[src/rtl/seq_lock_param.sv]
// Serial combination lock: matches a valid-qualified bit stream MSB-first against a LEN-bit code.
// Define FAIL_LOCKOUT_EN to build the timed lockout after MAX_FAIL failed attempts.
module seq_lock_param #(
    parameter int unsigned       LEN         = 5,
    parameter logic [LEN-1:0]    RESET_CODE  = 5'b11001,
    parameter int unsigned       MAX_FAIL    = 3,
    parameter int unsigned       LOCKOUT_CYC = 16
) (
    input  logic                          clk,
    input  logic                          reset_n,
    input  logic                          a_valid,
    input  logic                          a,
    input  logic                          code_we,
    input  logic [LEN-1:0]                code_in,
    output logic                          unlock,
    output logic                          locked_out,
    output logic [$clog2(MAX_FAIL+1)-1:0] fail_cnt,
    output logic [$clog2(LEN)-1:0]        pos
);

    localparam int unsigned PW = $clog2(LEN);
    localparam int unsigned FW = $clog2(MAX_FAIL + 1);

    typedef enum logic [1:0] {
        StIdle,
        StMatch
`ifdef FAIL_LOCKOUT_EN
        , StLockout
`endif
    } state_e;

    state_e         state_q, state_d;
    logic [PW-1:0]  pos_q, pos_d;
    logic [FW-1:0]  fail_q, fail_d;
    logic [LEN-1:0] code_q, code_d;
    logic           exp_bit;
    logic           in_lockout;

    assign exp_bit = code_q[PW'(LEN - 1) - pos_q];

`ifdef FAIL_LOCKOUT_EN
    localparam int unsigned CW = $clog2(LOCKOUT_CYC + 1);
    logic [CW-1:0] lock_cnt_q, lock_cnt_d;
    logic          locked_q;

    assign in_lockout = (state_q == StLockout);
    assign locked_out = locked_q;

    always_ff @(posedge clk or negedge reset_n) begin
        if (!reset_n) begin
            lock_cnt_q <= '0;
            locked_q   <= 1'b0;
        end else begin
            lock_cnt_q <= lock_cnt_d;
            locked_q   <= (state_d == StLockout);
        end
    end
`else
    assign in_lockout = 1'b0;
    assign locked_out = 1'b0;
`endif

    always_ff @(posedge clk or negedge reset_n) begin
        if (!reset_n) begin
            state_q <= StIdle;
            pos_q   <= '0;
            fail_q  <= '0;
            code_q  <= RESET_CODE;
        end else begin
            state_q <= state_d;
            pos_q   <= pos_d;
            fail_q  <= fail_d;
            code_q  <= code_d;
        end
    end

    always_comb begin
        state_d = state_q;
        pos_d   = pos_q;
        fail_d  = fail_q;
        code_d  = code_q;
        unlock  = 1'b0;
`ifdef FAIL_LOCKOUT_EN
        lock_cnt_d = lock_cnt_q;
`endif
        if (in_lockout) begin
`ifdef FAIL_LOCKOUT_EN
            // Counter is loaded with LOCKOUT_CYC, so leaving at 1 gives exactly that many cycles.
            if (lock_cnt_q == CW'(1)) begin
                state_d    = StIdle;
                lock_cnt_d = '0;
                fail_d     = '0;
            end else begin
                lock_cnt_d = lock_cnt_q - CW'(1);
            end
`endif
        end else if (code_we) begin
            code_d  = code_in;
            pos_d   = '0;
            state_d = StIdle;
        end else if (a_valid) begin
            if (a == exp_bit) begin
                if (pos_q == PW'(LEN - 1)) begin
                    unlock  = 1'b1;
                    pos_d   = '0;
                    fail_d  = '0;
                    state_d = StIdle;
                end else begin
                    pos_d   = pos_q + PW'(1);
                    state_d = StMatch;
                end
            end else if (pos_q != '0) begin
                // Restart reusing the offending bit as a possible first code bit.
                pos_d   = (a == code_q[LEN-1]) ? PW'(1) : '0;
                state_d = (pos_d != '0) ? StMatch : StIdle;
`ifdef FAIL_LOCKOUT_EN
                fail_d = fail_q + FW'(1);
                if (fail_q == FW'(MAX_FAIL - 1)) begin
                    state_d    = StLockout;
                    lock_cnt_d = CW'(LOCKOUT_CYC);
                    pos_d      = '0;
                end
`else
                if (fail_q != FW'(MAX_FAIL)) begin
                    fail_d = fail_q + FW'(1);
                end
`endif
            end
        end
    end

    assign fail_cnt = fail_q;
    assign pos      = pos_q;

endmodule
[config.mk]
export PLATFORM = sky130hd
export DESIGN_NAME = seq_lock_param
export DESIGN_NICKNAME = d
export VERILOG_FILES = /design/src/rtl/seq_lock_param.sv
export SDC_FILE = /design/constraint.sdc
export NUM_CORES = 1
export LEC_CHECK = 0
export ABC_AREA = 1
export CAP_MARGIN = 20
export CORE_AREA = 2 2 42 44
export DETAILED_ROUTE_END_ITERATION = 8
export DIE_AREA = 0 0 44 46
export PLACE_DENSITY = 0.72
export SYNTH_ARGS = -nofsm -noshare
export SYNTH_HDL_FRONTEND = slang
export SYNTH_SLANG_ARGS = --single-unit
[constraint.sdc]
create_clock -name clk -period 3.3 [get_ports clk]
set_input_delay 0.33 -clock clk [delete_from_list [all_inputs] [get_ports clk]]
set_output_delay 0.33 -clock clk [all_outputs]
set_load 0.05 [all_outputs]
; Word-level counts from Yosys, hierarchy flattened
; Index checks and enable logic that the tools add are counted.
[totals]
ff_bits = 10
elab_cells = 36
out_inout_bits = 7
inputBits = 10
[classes]
mux = 16
bitwise = 1
eq_ne = 5
add_sub_neg = 3
reduce_logical = 7
magnitude_cmp = 1
[ops]
columns = cell, count
row1 = $mux 3, 5
row2 = $mux 2, 4
row3 = $mux 1, 6
row4 = $reduce_bool 2->1, 3
row5 = $reduce_bool 3->1, 2
row6 = $reduce_and 5->1, 1
row7 = $lt 3x4->1 const B, 1
row8 = $add 3x1->3 const B, 1
row9 = $bmux 1 s3, 1
row10 = $eq 3x3->1 const B, 1
row11 = $sub 3x3->3 const A, 1
row12 = $add 2x1->2 const B, 1
row13 = $eq 1x1->1, 2
row14 = $ne 2x1->1 const B, 1
row15 = $ne 2x2->1 const B, 1
row16 = $reduce_and 2->1, 1
row17 = $not 1->1, 1

; Logic depth before layout (Yosys ltp)
[depth]
ltp_word = 7
depth_mapped = 13
depth_no_buf = 13

; Least setup slack after synthesis
; No wires, ideal clock.
[synth_timing]
kind = flip-flop to output port
from = register pos_q[0] (netlist: pos[0])
to = output unlock
path_slack_ns = -0.265
stages_incl_launch_ff = 10
path_buffers = 0
t_required_ns = 2.970
arrival_time_ns = 3.235
cell_sequence = dfrtp_1 > inv_2 > ha_1 > ha_1 > inv_1 > nand4_1 > nand3_2 > nand2_4 > inv_1 > nor4_1
[synth_via]
elab_chain_len = 7
[synth_rtl]
columns = item, line
row1 = from (decl), 33  ; logic [PW-1:0] pos_q, pos_d;
row2 = from (signal assigned), 71  ; pos_q <= pos_d;
row3 = $sub 3x3->3, 39  ; assign exp_bit = code_q[PW'(LEN - 1) - pos_q];
row4 = $bmux 1 s3, 39
row5 = $mux 1 (implied by the code), 39
row6 = $eq 1x1->1, 102  ; if (a == exp_bit) begin
row7 = $mux 1 (*), 102
row8 = $mux 1 (*), 101  ; end else if (a_valid) begin
row9 = $mux 1 (*), 97  ; end else if (code_we) begin
row10 = to (decl), 15  ; output logic unlock,
; Every way passes the cells marked *; elsewhere a longest branch is shown, timed or not. The select of a mux whose other input is x is not followed.

; Worst setup path in the final report
; Same ends and word-level chain as after synthesis.

==> results.md <==
- CTS tree: yes
- DR iter-0 viols: 6
- CP arrival: 2.39 ns
- DR vias/cell: 4.69
- Pwr per Cell Area: 580 nW/um^2
- CTS Buf Count: 3
- CTS clk-pin slew, worst paths: 0.06 ns
- Ant. Diodes: 0
- Post-Syn Area: 718 sq um
- Crit path kind: reg -> out
- Root Driver: clkbuf_4
- Register area share after synthesis: 0.354
- R2r worst-path depth: 11
- Syn nets: 105
- Setup ws final: 0.577 ns
- #FFs+latches synth: 10
- Peak VDD IR: 0.000272 V
- H-tree depth: 1
- WP data required: 2.97 ns
- Top Family by Delay on Critical Path: buffers and inverters
- Worst Path Buf+Inv: 4
- Final hold violation count: 0
- Routed wire length: 1.33 mm
- CP peak stage delay: 0.45 ns
- Cells after synthesis: 90
- DRC errors left: 0
- Die X: 44 microns
- Maximum clock insertion buffer count: 2
- Via count: 581
- Max Cap Viol: 0
- Setup TNS: 0 ns
- CP Max Fanout: 7
- Rows: 15
- Worst path cell trace: inv_2 > ha_1 > ha_1 > inv_1 > nand4_1 > nand3_2 > nand2_4 > inv_1 > nor4_2 > dlymetal6s2s_1
- Post-place setup slack: 0.448 ns
- Met2 usage: 0.253
- First-pass GRT wire length: 2.39 mm
- Detailed Place HPWL: 1.13 mm
- GR Overflow Total: 0
- Pre-antenna DRT Iters: 4
- CP endpoint kind: output pin
- Crit path launch type: flip-flop
- Setup Skew: 0.00106 ns
- Final Cycle Share: 0.825
- Post-synth cell types: 20
- Setup-failing EPs final: 0
- Fin nets: 123
- Initial antenna violation count: 0
- Met3 usage: 0.0238
- Placer Congestion: 0.768
- FILL cells: 153
- Tot GR Track Use: 0.167
- Post-CTS Setup Repair Bufs: 0
- IO Pins: 17
- GRT met1 Usage: 0.222
- Crit path max-delay cell type: dfrtp_1
- Least-Margin Pin Slew: 0.505 ns
- Layout cells sized above 1: 0.187
- Commonest non-fill, non-tap cells in the layout: 23 x nand2_1, 15 x inv_1, 14 x clkdlybuf4s50_1
- Wire length per cell: 10.8 microns
- Pin count of the biggest net entering global routing: 13
- Antenna-violating nets left: 0
- FMAX: 0.367 GHz
- RSZ-0062 raised after global routing: false
- Critical Path Stages: 10
- Clk sinks: 10
- Synthesis-to-finish area growth: 28.6%
- GR peak layer: met2
- Final Critical Period: 2.72 ns
- Worst slew margin: 0.662
- Vias in the first global route: 548
- Port bufs: 15
- Worst skew pair latency: 0.25 ns
- Die H: 46 microns
- Max Slew Vio Count: 0
- Commonest non-fill, non-tap cell in the layout: nand2_1
- Initial Util: 0.445
- Hold crit path type: in -> async
- Status: finished clean
- Synth Warn #: 0
- Syn avg cell area: 7.98 sq um
- Core box area: 1610 sq um
- Lkg Pwr: 0.466 nW
- Die area: 2020 sq um
==> per-stage QoR <==
step | util | cells | instance area, sq um | power [mW] | hold slack (ns)
final | 0.572 | 124 | 923 | 0.535 | 0.374
after global routing | 0.572 | 124 | 923 | 0.582 | 0.388
after global placement | 0.548 | 120 | 885 | 0.431 | 0.487
after detailed placement | 0.548 | 120 | 885 | 0.435 | 0.492
after floorplan | - | 90 | 724 | 0.365 | 0.0344
after CTS | 0.571 | 124 | 921 | 0.544 | 0.383
==> layer usage <==
metal / wire length, microns / up-vias
met5: 0 / -
met2: 624 / 11
met4: 9 / 0
met3: 52 / 2
li1: - / 317
met1: 647 / 251
==> area by class of cell <==
type | instances | area [sq um] | area share
multi-input cells | 62 | 399 | 0.432
flip-flops and latches | 10 | 254 | 0.275
repair buffers | 15 | 153 | 0.165
inverters | 16 | 60.1 | 0.0650
clock buffers | 4 | 36.3 | 0.0393
well taps | 17 | 21.3 | 0.0230
==> where the power goes <==
part	total, mW	leakage [nW]	switching (mW)	internal (mW)
Clock	0.104	0.0210	0.0368	0.0667
Sequential	0.162	0.123	0.0175	0.145
Combinational	0.270	0.322	0.175	0.0948
Total	0.535	0.466	0.229	0.306
==> synth_stat cells <==
cell / number / share of area
buf_4: 1 / 0.010
clkbuf_1: 1 / 0.0052
conb_1: 1 / 0.0052
dfrtp_1: 7 / 0.24
dfstp_2: 3 / 0.11
ha_1: 5 / 0.087
inv_1: 15 / 0.078
inv_2: 1 / 0.0052
nand2_1: 23 / 0.12
nand2_4: 4 / 0.063
nand3_1: 5 / 0.035
nand3_2: 5 / 0.070
nand3_4: 1 / 0.024
nand4_1: 1 / 0.0087
nor2_1: 3 / 0.016
nor2_4: 1 / 0.016
nor4_1: 1 / 0.0087
o21ai_0: 5 / 0.035
o21ai_1: 5 / 0.035
xor2_1: 2 / 0.024
==> cells by family after synthesis <==
| group | share of synthesized area |
|---|---|
| flops | 0.354 |
| xor+xnor | 0.0244 |
| compound gates | 0.0697 |
| fa+ha+maj | 0.0871 |
| simple gates | 0.361 |
| buf+inv | 0.0993 |
| other cells | 0.00522 |
==> what timing repair did <==
| action | in CTS | in global routing |
|---|---|---|
| hold buffers | 0 | 0 |
| setup endpoints to repair | 0 | 1 |
| endpoints found under the hold margin | 0 | 0 |
| resized for setup | 0 | 1 |
==> sequential cells by signal (all words and copies together), names as in the netlist <==
name and count:
code_q 5, fail_cnt 2, pos 3
==> final timing paths <==
| check | startpoint | endpoint | slack (ns) |
|---|---|---|---|
| max reg2reg | pos[0] | fail_cnt[0] | 1.37 |
| max | pos[0] | unlock | 0.58 |
| min reg2reg | code_q[0] | code_q[0] | 0.50 |
| max in group asynchronous | reset_n | code_q[4] | 2.60 |
| min in group clk | code_q[0] | code_q[0] | 0.50 |
| min | reset_n | code_q[1] | 0.37 |
(Power assumes the default switching activity.)
